==> src/rtl/psum_accum_relu.sv <==
// Per-pixel partial-sum accumulator with bias seeding, rounding shift, optional ReLU and
// signed saturation. One result per output pixel leaves over a valid/ready handshake.
module psum_accum_relu #(
    parameter int unsigned ACC_W = 40,
    parameter int unsigned OUT_W = 16,
    parameter int unsigned CNT_W = 10
) (
    input  logic             clk,
    input  logic             rst_n,
    input  logic             clr,
    input  logic [CNT_W-1:0] cfg_cin_num,
    input  logic [4:0]       cfg_shift,
    input  logic             cfg_relu_en,
    input  logic [31:0]      bias,
    input  logic             psum_vld,
    input  logic [31:0]      psum_in,
    output logic             psum_rdy,
    output logic             out_vld,
    output logic [OUT_W-1:0] out_data,
    input  logic             out_rdy,
    output logic             busy
);

    localparam logic signed [ACC_W-1:0] SatMax = {{(ACC_W-OUT_W+1){1'b0}}, {(OUT_W-1){1'b1}}};
    localparam logic signed [ACC_W-1:0] SatMin = {{(ACC_W-OUT_W+1){1'b1}}, {(OUT_W-1){1'b0}}};

    logic [CNT_W-1:0]        r_cnt;
    logic signed [ACC_W-1:0] r_acc;
    logic                    r_out_vld;
    logic [OUT_W-1:0]        r_out_data;

    logic                    w_stall;
    logic                    w_accept;
    logic [CNT_W-1:0]        w_n;
    logic                    w_last;
    logic                    w_final;
    logic signed [ACC_W-1:0] w_base;
    logic signed [ACC_W-1:0] w_sum;
    logic signed [ACC_W-1:0] w_half;
    logic signed [ACC_W-1:0] w_rsum;
    logic signed [ACC_W-1:0] w_rnd;
    logic signed [ACC_W-1:0] w_relu;
    logic [OUT_W-1:0]        w_post;

    // Handshake, group bookkeeping and the running sum including the incoming psum
    always_comb begin
        w_stall  = r_out_vld & ~out_rdy;
        w_accept = psum_vld & ~w_stall;
        // A programmed count of zero behaves like one psum per pixel
        w_n      = (cfg_cin_num == '0) ? CNT_W'(1) : cfg_cin_num;
        w_last   = (r_cnt == (w_n - CNT_W'(1)));
        w_final  = w_accept & w_last;
        w_base   = (r_cnt == '0) ? {{(ACC_W-32){bias[31]}}, bias} : r_acc;
        w_sum    = w_base + {{(ACC_W-32){psum_in[31]}}, psum_in};
    end

    // Post-processing of the final sum: round-half-up shift, ReLU, saturate
    always_comb begin
        w_half = '0;
        if (cfg_shift != 5'd0) begin
            w_half = {{(ACC_W-1){1'b0}}, 1'b1} << (cfg_shift - 5'd1);
        end
        // With no shift w_half is zero and the shift is a pass-through
        w_rsum = w_sum + w_half;
        w_rnd  = w_rsum >>> cfg_shift;
        w_relu = w_rnd;
        if (cfg_relu_en && w_rnd[ACC_W-1]) begin
            w_relu = '0;
        end
        if (w_relu > SatMax) begin
            w_post = SatMax[OUT_W-1:0];
        end else if (w_relu < SatMin) begin
            w_post = SatMin[OUT_W-1:0];
        end else begin
            w_post = w_relu[OUT_W-1:0];
        end
    end

    // Channel counter and accumulator; both freeze while the output is stalled
    always_ff @(posedge clk or negedge rst_n) begin
        if (!rst_n) begin
            r_cnt <= '0;
            r_acc <= '0;
        end else if (clr) begin
            r_cnt <= '0;
            r_acc <= '0;
        end else if (w_accept) begin
            r_acc <= w_sum;
            r_cnt <= w_last ? '0 : (r_cnt + CNT_W'(1));
        end
    end

    // Output register; a final accept in the same cycle as a handshake keeps valid high
    always_ff @(posedge clk or negedge rst_n) begin
        if (!rst_n) begin
            r_out_vld  <= 1'b0;
            r_out_data <= '0;
        end else if (clr) begin
            r_out_vld <= 1'b0;
        end else if (w_final) begin
            r_out_vld  <= 1'b1;
            r_out_data <= w_post;
        end else if (r_out_vld && out_rdy) begin
            r_out_vld <= 1'b0;
        end
    end

    assign psum_rdy = ~w_stall;
    assign out_vld  = r_out_vld;
    assign out_data = r_out_data;
    assign busy     = (r_cnt != '0) | r_out_vld;

endmodule

==> config.mk <==
export PLATFORM = sky130hd
export DESIGN_NAME = psum_accum_relu
export DESIGN_NICKNAME = d
export VERILOG_FILES = /design/src/rtl/psum_accum_relu.sv
export SDC_FILE = /design/constraint.sdc
export NUM_CORES = 1
export LEC_CHECK = 0
export CAP_MARGIN = 10
export CORE_MARGIN = 2
export CORE_UTILIZATION = 55
export CTS_CLUSTER_DIAMETER = 200
export DETAILED_ROUTE_END_ITERATION = 12
export PLACE_DENSITY = 0.8
export SYNTH_ARGS = -nofsm -noshare
export SYNTH_HDL_FRONTEND = slang
export SYNTH_SLANG_ARGS = --single-unit
==> constraint.sdc <==
create_clock -name clk -period 8.05 [get_ports clk]
set_input_delay 1.2075 -clock clk [delete_from_list [all_inputs] [get_ports clk]]
set_output_delay 1.2075 -clock clk [all_outputs]
set_load 0.05 [all_outputs]
# Yosys cells after proc, flatten, opt, wreduce, memory -nomap -nowiden
# Cells that the tools add are included.
# Widths: inputs -> output; s select.
[classes]
magnitude_cmp = 2
addsub = 5
shifts = 2
n_mux = 14
reduce_logical = 9
eq_ne = 1
n_bitwise = 7
[op_table]
columns = ["cell", "n"]
rows = [
  ["$mux 40", 5],
  ["$add 40x40->40", 2],
  ["$gt 40x16->1 const B", 1],
  ["$lt 40x16->1 const B", 1],
  ["$mux 10", 4],
  ["$shl 1x5->40 const A", 1],
  ["$sshr 40x5->40", 1],
  ["$mux 16", 2],
  ["$logic_not 10->1", 2],
  ["$add 10x1->10 const B", 1],
  ["$eq 10x10->1", 1],
  ["$reduce_bool 10->1", 1],
  ["$sub 10x1->10 const B", 1],
  ["$reduce_bool 5->1", 1],
  ["$sub 5x1->5 const B", 1],
  ["$and 1x1->1", 3],
  ["$mux 1", 3],
  ["$not 1->1", 3],
  ["$reduce_bool 3->1", 1],
  ["$logic_and 1x1->1", 2],
  ["$reduce_and 2->1", 1],
  ["$reduce_bool 2->1", 1],
  ["$or 1x1->1", 1],
]
[word_totals]
register_bits = 67
output_inout_bits = 19
in_bits = 85
wordCells = 44

# Depth between registers and ports, before layout
# Gate-level depths: netlist of the first run.
[logic_depth]
word_depth = 10
ltp_mapped = 34

# Worst setup path before layout of the first run
# Ideal clock, no wire load.
[synth_timing]
path_type = "register -> register"
start = "reg r_cnt[0]"
end = "reg r_out_data[0] (netlist: out_data[0])"
path_stages_with_launch = 34
n_path_buf = 3
synth_period_minus_slack_ps = 7775
t_arrival_ps = 7637
setup_ps = 137
slack_ps = 275
path_cell_list = "dfrtp_1 inv_1 ha_1 nand4_1 clkbuf_1 mux2_2 ha_1 fa_1 a211oi_1 o211ai_1 a31oi_1 nor2_1 nor2_1 nor2_1 nor2_1 xnor2_1 ha_1 clkbuf_1 and3_1 and2_1 a211oi_1 nand2_1 o211a_1 nor3_1 nor4_2 a211oi_1 nor4_1 or3_1 o311a_1 a2111oi_0 nand4_1 clkbuf_1 a222oi_1 o31ai_1"
[synth_between]
elab_chain_cells = 10
elab_cells_between_ends = 14
classes_between = "2 x add/sub; 2 x order compare; 1 x eq/ne; 1 x shift; 4 x mux; 1 x bitwise; 3 x reduce/logical"
[synth_lines]
columns = ["element", "line", "text"]
rows = [
  ["start, declared", "27", "logic [CNT_W-1:0] r_cnt;"],
  ["start signal, assigned", "89", "r_cnt <= w_last ? '0 : (r_cnt + CNT_W'(1));"],
  ["$logic_not 10->1", "53", "w_base = (r_cnt == '0) ? {{(ACC_W-32){bias[31]}}, bias} : r_acc;"],
  ["$mux 40", "53", ""],
  ["$add 40x40->40", "54", "w_sum = w_base + {{(ACC_W-32){psum_in[31]}}, psum_in};"],
  ["$add 40x40->40", "64", "w_rsum = w_sum + w_half;"],
  ["$sshr 40x5->40", "65", "w_rnd = w_rsum >>> cfg_shift;"],
  ["$logic_and 1x1->1", "67", "if (cfg_relu_en && w_rnd[ACC_W-1]) begin"],
  ["$mux 40", "67", ""],
  ["$lt 40x16->1", "72", "end else if (w_relu < SatMin) begin"],
  ["$mux 16", "72", ""],
  ["$mux 16", "70", "if (w_relu > SatMax) begin"],
  ["end signal, assigned", "102", "r_out_data <= w_post;"],
  ["end, declared", "30", "logic [OUT_W-1:0] r_out_data;"],
]
# Several ways; a longest one is shown, not always the timed one.
# A chain may end at the register's enable or synchronous reset.

# Final worst setup path of the first run
[layout_timing]
start = "in bias[2]"
end = "reg r_out_data[5] (netlist: out_data[5])"
[layout_between]
elab_chain_cells = 9
elab_cells_between_ends = 10
classes_between = "2 x add/sub; 2 x order compare; 1 x shift; 4 x mux; 1 x reduce/logical"
[layout_lines]
columns = ["element", "line", "text"]
rows = [
  ["start, declared", "14", "input logic [31:0] bias,"],
  ["$mux 40 (*)", "53", ""],
  ["$add 40x40->40 (*)", "54", ""],
  ["$add 40x40->40 (*)", "64", ""],
  ["$sshr 40x5->40 (*)", "65", ""],
  ["$logic_and 1x1->1", "67", ""],
  ["$mux 40 (*)", "67", ""],
  ["$lt 40x16->1", "72", ""],
  ["$mux 16", "72", ""],
  ["$mux 16 (*)", "70", ""],
]
# Mark *: on every way between the ends. The rest lies on a longest branch, timed or not.

==> results of run 1 <==
-- metal layers --
metal,vias up,track usage,routed length [um]
met1,6513,0.5029,18100
li1,6360,-,-
met3,156,0.06469,3919
met4,0,0.1495,2026
met5,-,0,0
met2,821,0.6321,20760
-- per-stage QoR --
stage	hold slack, ns	utilization	worst slack, ns	instance area (um^2)
floorplan	0.4807	-	0.2755	11160
global placement	0.4893	0.6985	-0.4909	14040
detailed placement	0.4919	0.6985	-0.6114	14040
CTS	0.5050	0.7162	0.002909	14400
global route	0.5369	0.7717	-0.1420	15510
finish	0.5039	0.7717	0.05996	15510
-- worst min path at each step --
stage                     depth (start not counted)         start           end
after floorplan                                   2     r_acc[39]     r_acc[39]
after global placement                            1  out_data[15]  out_data[15]
after detailed placement                          1  out_data[15]  out_data[15]
after CTS                                         1  out_data[15]  out_data[15]
after global routing                              1  out_data[15]  out_data[15]
final                                             1  out_data[15]  out_data[15]
-- cell type report --
cell class                 instances  area [um^2]
multi-input combinational       1320         9854
fill                            1493         4589
timing repair buffer             391         3258
sequential                        67         1677
tap                              270        337.8
clock buffer                       9        225.2
inverter                          22        82.58
clock inverter                     7        80.08
-- state kept, by name, summed over array words and instances, names as in the netlist --
register,flops
r_acc,40
r_cnt,10
out_vld,1
out_data,16
-- worst register-to-register path: cells and delay by family (launching register included) --
kind,cells,cell delay (ns)
adder cells (fa/ha/maj),2,0.66
multiplexers,1,0.29
buffers and inverters,4,0.69
AND/OR/NAND/NOR,11,3.27
flip-flops,1,0.40
XOR/XNOR,1,0.17
AO/OA/AOI/OAI,12,2.31
-- cell usage in the layout, fill, tap and decap left out, types with 9 or more instances in the layout --
cell,Yosys,layout
dfrtp_1,67,67
a211oi_1,33,28
clkbuf_16,0,10
mux2_2,44,43
inv_1,21,19
o211ai_1,25,25
or3_1,10,9
nor3_1,44,40
o21ai_1,11,20
mux2i_1,45,43
a31oi_1,17,17
xnor2_1,42,32
ha_4,0,14
a211o_1,9,9
nand4_1,29,29
nand2b_1,12,12
ha_1,74,56
nor2_1,128,121
and2_1,19,18
a21oi_1,160,146
nand2_1,184,181
o21ai_0,75,62
clkdlybuf4s50_1,0,99
o21bai_1,11,9
nand3_1,28,28
a21o_1,32,32
xnor2_2,0,10
a21oi_2,2,13
a222oi_1,15,15
buf_4,0,274
or2_2,11,11
mux4_2,10,10
buf_6,1,10
xor2_1,36,36
o21a_1,11,11
and3_1,17,17
-- where the power goes --
part           internal, W  leakage, nW  total (W)  switching (W)
Combinational      0.00118         5.66    0.00262        0.00144
Clock             0.000245        0.149   0.000434       0.000189
Sequential        0.000373        0.907   0.000394      0.0000213
Total              0.00180         6.71    0.00345        0.00165
-- cell families (layout without fill, tap and decap cells) --
group	count (synthesis)	after routing
flops	67	67
fa+ha+maj	76	76
buf+inv	127	429
xor+xnor	78	78
mux	99	99
compound gates	528	528
other cells	1	1
simple gates	538	538
-- timing repair --
item,in CTS,in global routing
pin swaps,2,63
buffers inserted,4,24
gates resized for setup,7,169
hold buffers,0,0
gates cloned,0,3
endpoints found under the setup margin,15,15
==> results.toml, run 1 <==
[drt]
drc = 0
drt-wirelength-per-cell_um = 21.48
postRouteWirelength_mm = 44.80
drt_pass1_iterations = 6
drtIter0Drc = 1431
vias = 13850
final_antenna_net_count = 0
viasPerCell = 6.640

[job]
drv_cap = 0

[clock_tree]
clk_path_buf_depth = 2
clkTransAtPathRegs_ns = 0.06
clock_sinks = 67
clk_latency_ns = 0.36
clockRootBuffer = "clkbuf_16"
cts_buffers = 9
htree_levels = 3
cts_tree = "done"

[worst_setup_path]
crit_end = "out_data[5]"
rr_endpoint = "out_data[5]"
critPathTopFamily = "simple AND/OR/NAND/NOR gates"
r2r_setup_slack_ns = 0.13
max_stage_delay_ns = 0.59
path_depth = 28
worst_setup_path_start_kind = "input pin"
timing.critical_path.buf_inv = 3
reg2reg_depth = 31
worstPathRequired_ns = 8.29
crit_slowest_cell = "or4b_4"
arrival_ns = 8.23
r2r_start = "r_cnt[7]"
worstSetupStartpoint = "bias[2]"
worstSetupPathType = "in -> reg"
cp-end-kind = "flip-flop"
cp_max_fo = 7

[yosys]
ys_top_cells_by_area = "dfrtp_1 (15%), ha_1 (8.3%), a21oi_1 (7.2%), nand2_1 (6.2%), mux2_2 (4.4%)"
synth-edff-count = 0
synth.area.mux_share = 0.1049
avgSynthCellArea_um2 = 7.372
synth-simple-area-share = 0.2317
yosysTopAreaCellShare = 0.1502
synthesis.instances = 1514
ys_ff_latch = 67
synth_most_common_cell = "nand2_1"
yosysTopAreaCell = "dfrtp_1"
yosysSeqAreaShare = 0.1502
synth-xor-area-share = 0.06121
syn_nets = 1675
synth_compound_area_frac = 0.3198
async_flop_share = 1.000
ys_warn_count = 0
synth_area_mm2 = 0.01116
synth.distinct_cells = 93
synthAdderAreaFrac = 0.08655
synth_common_cells = "nand2_1 (184), a21oi_1 (160), nor2_1 (128)"
ys.flop_type = "dfrtp_1"
synth_top_family_by_area = "compound AO/OA/AOI/OAI gates"

[grt]
grt_pass1_wl_mm = 67.03
grt.total_usage = 0.3835
grt_pass1_vias = 12880
antenna_found_initial = 0
grt-ovfl-total = 0
grt_max_degree = 68

[sta]
fin_crit_ns = 7.990
finalHoldViolations = 0
setup_viol_count_final = 0
post-route-period-util = 0.9926
skew_ns = 0.01787
finalMaxSlewViolations = 0
rsz0062_at_grt = "true"
max_freq_ghz = 0.1252
worst_slew_margin_rel = 0.1720
tightest_slew_ns = 1.237
setup_tns_ns = 0

[cells_and_area]
nNetsFinal = 1972
area.growth.synth_to_final_pct = 39.01
drive_gt1_frac = 0.2792
diodes = 0
layoutNonFillerInstCount = 2086

[placement]
dpl.cell_count = 2040
gp_congestion = 1.047
dp_hpwl_mm = 32.88
portBuffers = 103

[pwr]
vdd_drop_max_mv = 0.1408
finalPower_w = 0.003448
p_leak_nw = 6.711
power_density_mw_per_mm2 = 222.2

[floorplanning]
core_mm2 = 0.02010
row_count = 52
die_h_um = 146.5
io_pins = 104
start_util = 0.5551
dieArea_mm2 = 0.02145
chipWidth_um = 146.5

[status]
status = "finished clean"

[worst_hold_path]
hold_path_class = "reg -> reg"
Note: power is estimated with default switching activity, not from simulation.
==> run 2, diff against run 1 <==
--- a/config.mk
+++ b/config.mk
@@ -5,7 +5,8 @@
 export SDC_FILE = /design/constraint.sdc
 export NUM_CORES = 1
 export LEC_CHECK = 0
-export CAP_MARGIN = 10
+export CAP_MARGIN = 40
+export CORE_ASPECT_RATIO = 1.1
 export CORE_MARGIN = 2
 export CORE_UTILIZATION = 55
 export CTS_CLUSTER_DIAMETER = 200
==> run 2 against run 1 <==
  * Sequential cell count unchanged
  * Maximum frequency up 3.1%
  * Sequential share of layout area up 0.85 points
  * Setup slack better by 0.24 ns
  * Largest power group unchanged
  * Highest routed layer unchanged
  * First-iteration DRC count down 8.9%
  * Clock skew down 0.00095 ns
  * Sequential power about the same
  * Worst hold slack worse by 0.0032 ns
  * Clock power up 5.3%
  * Combinational power down 13%
  * Register-to-register slack better by 0.18 ns
==> results.toml, run 2 (same netlist as run 1, synthesis figures left out) <==
[clock_tree]
clock_sinks = 67
cts_tree = "done"
clockRootBuffer = "clkbuf_16"
clk_latency_ns = 0.36
clkTransAtPathRegs_ns = 0.06
clk_path_buf_depth = 2
cts_buffers = 9
post-cts-setup-buffer-count = 0
hold_buffers = 0
htree_levels = 3

[cells_and_area]
area.growth.synth_to_final_pct = 28.86
largest_register_ffs = 40
final_util = 0.7240
drive_gt1_frac = 0.2103
multi_input_area_mm2 = 0.009186
layoutNonFillerInstCount = 2011
max_flop_register = "r_acc"
nNetsFinal = 1915
diodes = 0
final-seq-area_mm2 = 0.001677
final_cell_mix = "buf_4 (228), nand2_1 (183), a21oi_1 (155)"
final_common_cell = "buf_4"
fillerInstances = 1675

[grt]
grt_pass1_vias = 12890
grt-ovfl-total = 0
grt_max_degree = 51
antenna_found_initial = 0
grt_pass1_wl_mm = 64.56
grt.total_usage = 0.3647

[drt]
final_antenna_net_count = 0
drt-wirelength-per-cell_um = 20.04
vias = 13340
drc = 0
drt_pass1_iterations = 6
drtIter0Drc = 1304
viasPerCell = 6.635
postRouteWirelength_mm = 40.30

[job]
drv_cap = 0

[pwr]
combPwrFrac = 0.729
intPower_w = 0.001649
p_switching_w = 0.001482
clkPwrFrac = 0.146
seqPwrFrac = 0.125
p_leak_nw = 6.271
swShare = 0.4733
vdd_drop_max_mv = 0.1408
power_density_mw_per_mm2 = 217.7

[worst_setup_path]
worstSetupStartpoint = "bias[0]"
cp-end-kind = "flip-flop"
arrival_ns = 7.97
r2r_start = "r_cnt[4]"
path_common_cell = "buf_4"
worst_setup_path_start_kind = "input pin"
worstSetupPathType = "in -> reg"
max_stage_delay_ns = 0.46
worstPathRequired_ns = 8.27
rr_endpoint = "out_data[3]"
reg2reg_depth = 30
r2r_setup_slack_ns = 0.31
cp_max_fo = 15
crit_end = "out_data[7]"
crit_slowest_cell = "or4_1"

[worst_hold_path]
hold_start = "out_data[15]"
hold_path_class = "reg -> reg"

[sta]
max_freq_ghz = 0.1290
finalMaxSlewViolations = 0
tightest_slew_ns = 0.9724
worst_slew_margin_rel = 0.3489
fin_crit_ns = 7.751
finalHoldViolations = 0
post-route-period-util = 0.9628
setup_viol_count_final = 0
rsz0062_at_grt = "true"
skew_ns = 0.01692

[status]
status = "finished clean"

[floorplanning]
die_h_um = 153.4
io_pins = 104
dieArea_mm2 = 0.02145
row_count = 54
start_util = 0.5619
core_mm2 = 0.01986
chipWidth_um = 139.8

[placement]
dp_hpwl_mm = 31.68
dpl.cell_count = 1995
portBuffers = 103
gp_congestion = 1.010
## run 2: cell count changes in the layout (fill, tap and decap cells not counted), sizes merged
| cell | change |
|---|---|
| dlymetal6s2s | -1 |
| clkinvlp | -1 |
| inv | -1 |
| buf | -57 |
| clkbuf | +1 |
| clkdlybuf4s50 | +2 |
## run 2: power groups by stage
stage,registers [W],logic (W),clock network [W]
floorplan,0.000408,0.00130,0
global placement,0.000396,0.00212,0
detailed placement,0.000398,0.00216,0
CTS,0.000392,0.00218,0.000457
global route,0.000396,0.00245,0.000471
finish,0.000393,0.00228,0.000457
## run 2: routing by layer
layer / part of all wire / up-vias / routed length [um] / track usage
li1: - / 6239 / - / -
met1: 0.41 / 6268 / 16320 / 0.4534
met2: 0.47 / 685 / 18890 / 0.6190
met3: 0.068 / 150 / 2731 / 0.03979
met4: 0.058 / 0 / 2351 / 0.1957
met5: 0 / - / 0 / 0
## run 2: worst max-delay path: cells and delay by family
kind / cells / cell delay [ns]
AOI/OAI and AO/OA: 10 / 2.31
xor gates and xnor gates: 1 / 0.09
adders and majority gates: 3 / 0.98
buffers and inverters: 7 / 1.30
muxes: 1 / 0.27
and+or+nand+nor: 10 / 1.80
## run 2: worst min-delay path by stage
stage                              end  slack, ns  cells after the start
after global placement    out_data[15]       0.49                      1
after detailed placement  out_data[15]       0.49                      1
after CTS                 out_data[15]       0.51                      1
final                     out_data[15]       0.50                      1
after global routing      out_data[15]       0.53                      1
after floorplan              r_acc[39]       0.48                      2
## run 2: layout make-up
type	count	share of cell area
clock inverter	5	0.004698
inverter	22	0.005742
multi-input combinational	1320	0.6388
tap	252	0.02192
sequential	67	0.1166
clock buffer	11	0.01757
timing repair buffer	334	0.1947
## run 2: timing repair
action                                  4_1_cts  5_1_grt
gates resized for setup                       1       48
pin swaps                                     0        5
endpoints found under the setup margin        1       15
## run 2: per-stage QoR
| stage | setup slack, ns | setup TNS [ns] | power [W] | area (um^2) | hold WS (ns) |
|---|---|---|---|---|---|
| final | 0.2992 | 0 | 0.003131 | 14380 | 0.5006 |
| after global routing | -0.04943 | -0.2716 | 0.003320 | 14380 | 0.5310 |
| after CTS | 0.07731 | 0 | 0.003025 | 14180 | 0.5056 |
| after detailed placement | -0.3000 | -3.924 | 0.002555 | 13850 | 0.4926 |
| after global placement | -0.1186 | -1.644 | 0.002519 | 13820 | 0.4935 |
| after floorplan | 0.2755 | 0 | 0.001707 | 11160 | 0.4807 |
==> run 3, diff against run 2 <==
--- a/config.mk
+++ b/config.mk
@@ -11,7 +11,8 @@
 export CORE_UTILIZATION = 55
 export CTS_CLUSTER_DIAMETER = 200
 export DETAILED_ROUTE_END_ITERATION = 12
-export PLACE_DENSITY = 0.8
+export PLACE_DENSITY = 0.77
+export REMOVE_ABC_BUFFERS = 1
 export SYNTH_ARGS = -nofsm -noshare
 export SYNTH_HDL_FRONTEND = slang
 export SYNTH_SLANG_ARGS = --single-unit
==> constraint.sdc (replaced) <==
create_clock -name clk -period 8 [get_ports clk]
set_input_delay 1.2 -clock clk [delete_from_list [all_inputs] [get_ports clk]]
set_output_delay 1.2 -clock clk [all_outputs]
set_load 0.05 [all_outputs]
==> run 3 against run 2 <==
  * Critical endpoint is now out_data[3]
  * Largest power group unchanged
  * Design area fell by 3.8%
  * Combinational power fell by 6%
  * Clock skew barely moved
  * Largest cell class unchanged
==> results.toml, run 3 (same netlist as run 1, synthesis figures left out) <==
[drt]
viasPerCell = 6.643
drtIter0Drc = 1350
drt_pass1_iterations = 5
vias = 12880
postRouteWirelength_mm = 39.45
final_antenna_net_count = 0
drc = 0
drt-wirelength-per-cell_um = 20.35

[sta]
skew_ns = 0.01685
finalMaxSlewViolations = 0
worst_slack_ns = 0.3012
finalHoldViolations = 0
setup_viol_count_final = 0
post-route-period-util = 0.9624
whs_ns = 0.5220
max_freq_ghz = 0.1299
tightest_slew_ns = 0.9755
worst_slew_margin_rel = 0.3468
fin_crit_ns = 7.699

[worst_setup_path]
arrival_ns = 7.92
path_common_cell = "buf_4"
cp_max_fo = 20
critPathTopFamily = "compound AO/OA/AOI/OAI gates"
cp-end-kind = "flip-flop"
worst_setup_path_start_kind = "flip-flop"
worstPathRequired_ns = 8.22
crit_slowest_cell = "or4b_4"
worstSetupPathType = "reg -> reg"
max_stage_delay_ns = 0.55
timing.critical_path.buf_inv = 8

[placement]
dp_hpwl_mm = 30.30
gp_congestion = 1.014
post-place-ws_ns = -0.1244
dpl.cell_count = 1918
postPlaceCellArea_mm2 = 0.01326
portBuffers = 103

[clock_tree]
clk_path_buf_depth = 2
cts_tree = "done"
clockRootBuffer = "clkbuf_16"
clk_latency_ns = 0.37
cts_buffers = 9
clkTransAtPathRegs_ns = 0.07
htree_levels = 3
clock_sinks = 67
hold_buffers = 0

[cells_and_area]
final_common_cell = "nand2_1"
max_flop_register = "r_acc"
diodes = 0
fillerInstances = 1756
final_cell_mix = "nand2_1 (184), a21oi_1 (157), buf_4 (153)"
area.growth.synth_to_final_pct = 24.02
final_area_mm2 = 0.01384
final-seq-area_mm2 = 0.001677
drive_gt1_frac = 0.1784
layoutNonFillerInstCount = 1939
multi_input_area_mm2 = 0.009175
nNetsFinal = 1843
final_util = 0.6968
largest_register_ffs = 40

[grt]
grt-ovfl-total = 0
grt_pass1_vias = 12210
gr-usage-met2 = 0.6051
grt_pass1_wl_mm = 62.53
antenna_found_initial = 0
busiest_layer = "met2"
grt.total_usage = 0.3544
use_met1 = 0.4579
grt_max_degree = 51
grtUsageMet3 = 0.03697

[worst_hold_path]
hold_path_class = "reg -> reg"

[pwr]
intPower_w = 0.001538
p_leak_nw = 5.935
p_switching_w = 0.001451
swShare = 0.4856
seqPwrFrac = 0.132
vdd_drop_max_mv = 0.1399
power_density_mw_per_mm2 = 215.9
clkPwrFrac = 0.152
combPwrFrac = 0.716

[job]
drv_cap = 0

[floorplanning]
row_count = 54
core_mm2 = 0.01986
io_pins = 104
start_util = 0.5619
die_h_um = 153.4
dieArea_mm2 = 0.02145
chipWidth_um = 139.8

[status]
status = "finished clean"
## run 3: cell types whose count changed in the layout (fill, tap and decap cells not counted), moves of 4 or more
cell / previous run / this run
o31ai_2: 1 / 5
o21ai_1: 19 / 14
o21ai_0: 66 / 71
buf_4: 228 / 153
o31ai_1: 17 / 13
## run 3: worst paths after layout
path / cells past startpoint / startpoint / slack [ns] / endpoint
max in group asynchronous: 3 / rst_n / 6.61 / r_acc[33]
min: 1 / out_data[15] / 0.52 / out_data[15]
min in group asynchronous: 2 / rst_n / 0.82 / r_cnt[3]
max: 35 / r_cnt[0] / 0.30 / out_data[3]
min reg2reg: 1 / out_data[15] / 0.52 / out_data[15]
max reg2reg: 35 / r_cnt[0] / 0.30 / out_data[3]
## run 3: area by class of cell
cell class              instances  share of cell area
flip-flops and latches         67              0.1211
repair buffers                262              0.1650
multi-input cells            1320              0.6628
inverters                      22            0.005966
clock buffers                  10             0.01726
well taps                     252             0.02278
clock inverters                 6            0.005062
## run 3: power groups by stage
stage / registers [W] / clock network [W] / logic (W)
2_1_floorplan: 0.000411 / 0 / 0.00127
3_3_place_gp: 0.000398 / 0 / 0.00199
3_5_place_dp: 0.000401 / 0 / 0.00201
4_1_cts: 0.000394 / 0.000455 / 0.00203
5_1_grt: 0.000399 / 0.000467 / 0.00231
6_report: 0.000395 / 0.000455 / 0.00214
## run 3: what timing repair did
| item | CTS | global route |
|---|---|---|
| resized for setup | 0 | 49 |
| setup buffers | 0 | 3 |
| setup endpoints to repair | 0 | 15 |
## run 3: metrics by stage
step | power, W | TNS [ns]
after global placement | 0.002386 | -0.5649
final | 0.002989 | 0
after CTS | 0.002876 | 0
after detailed placement | 0.002411 | -0.9333
after global routing | 0.003174 | -0.1661
after floorplan | 0.001679 | -12.65
## run 3: per-layer routing
layer  up-vias  share of wire
met5         -              0
met4         0          0.045
met3       106          0.064
met2       577           0.47
met1      6100           0.42
li1       6098              -
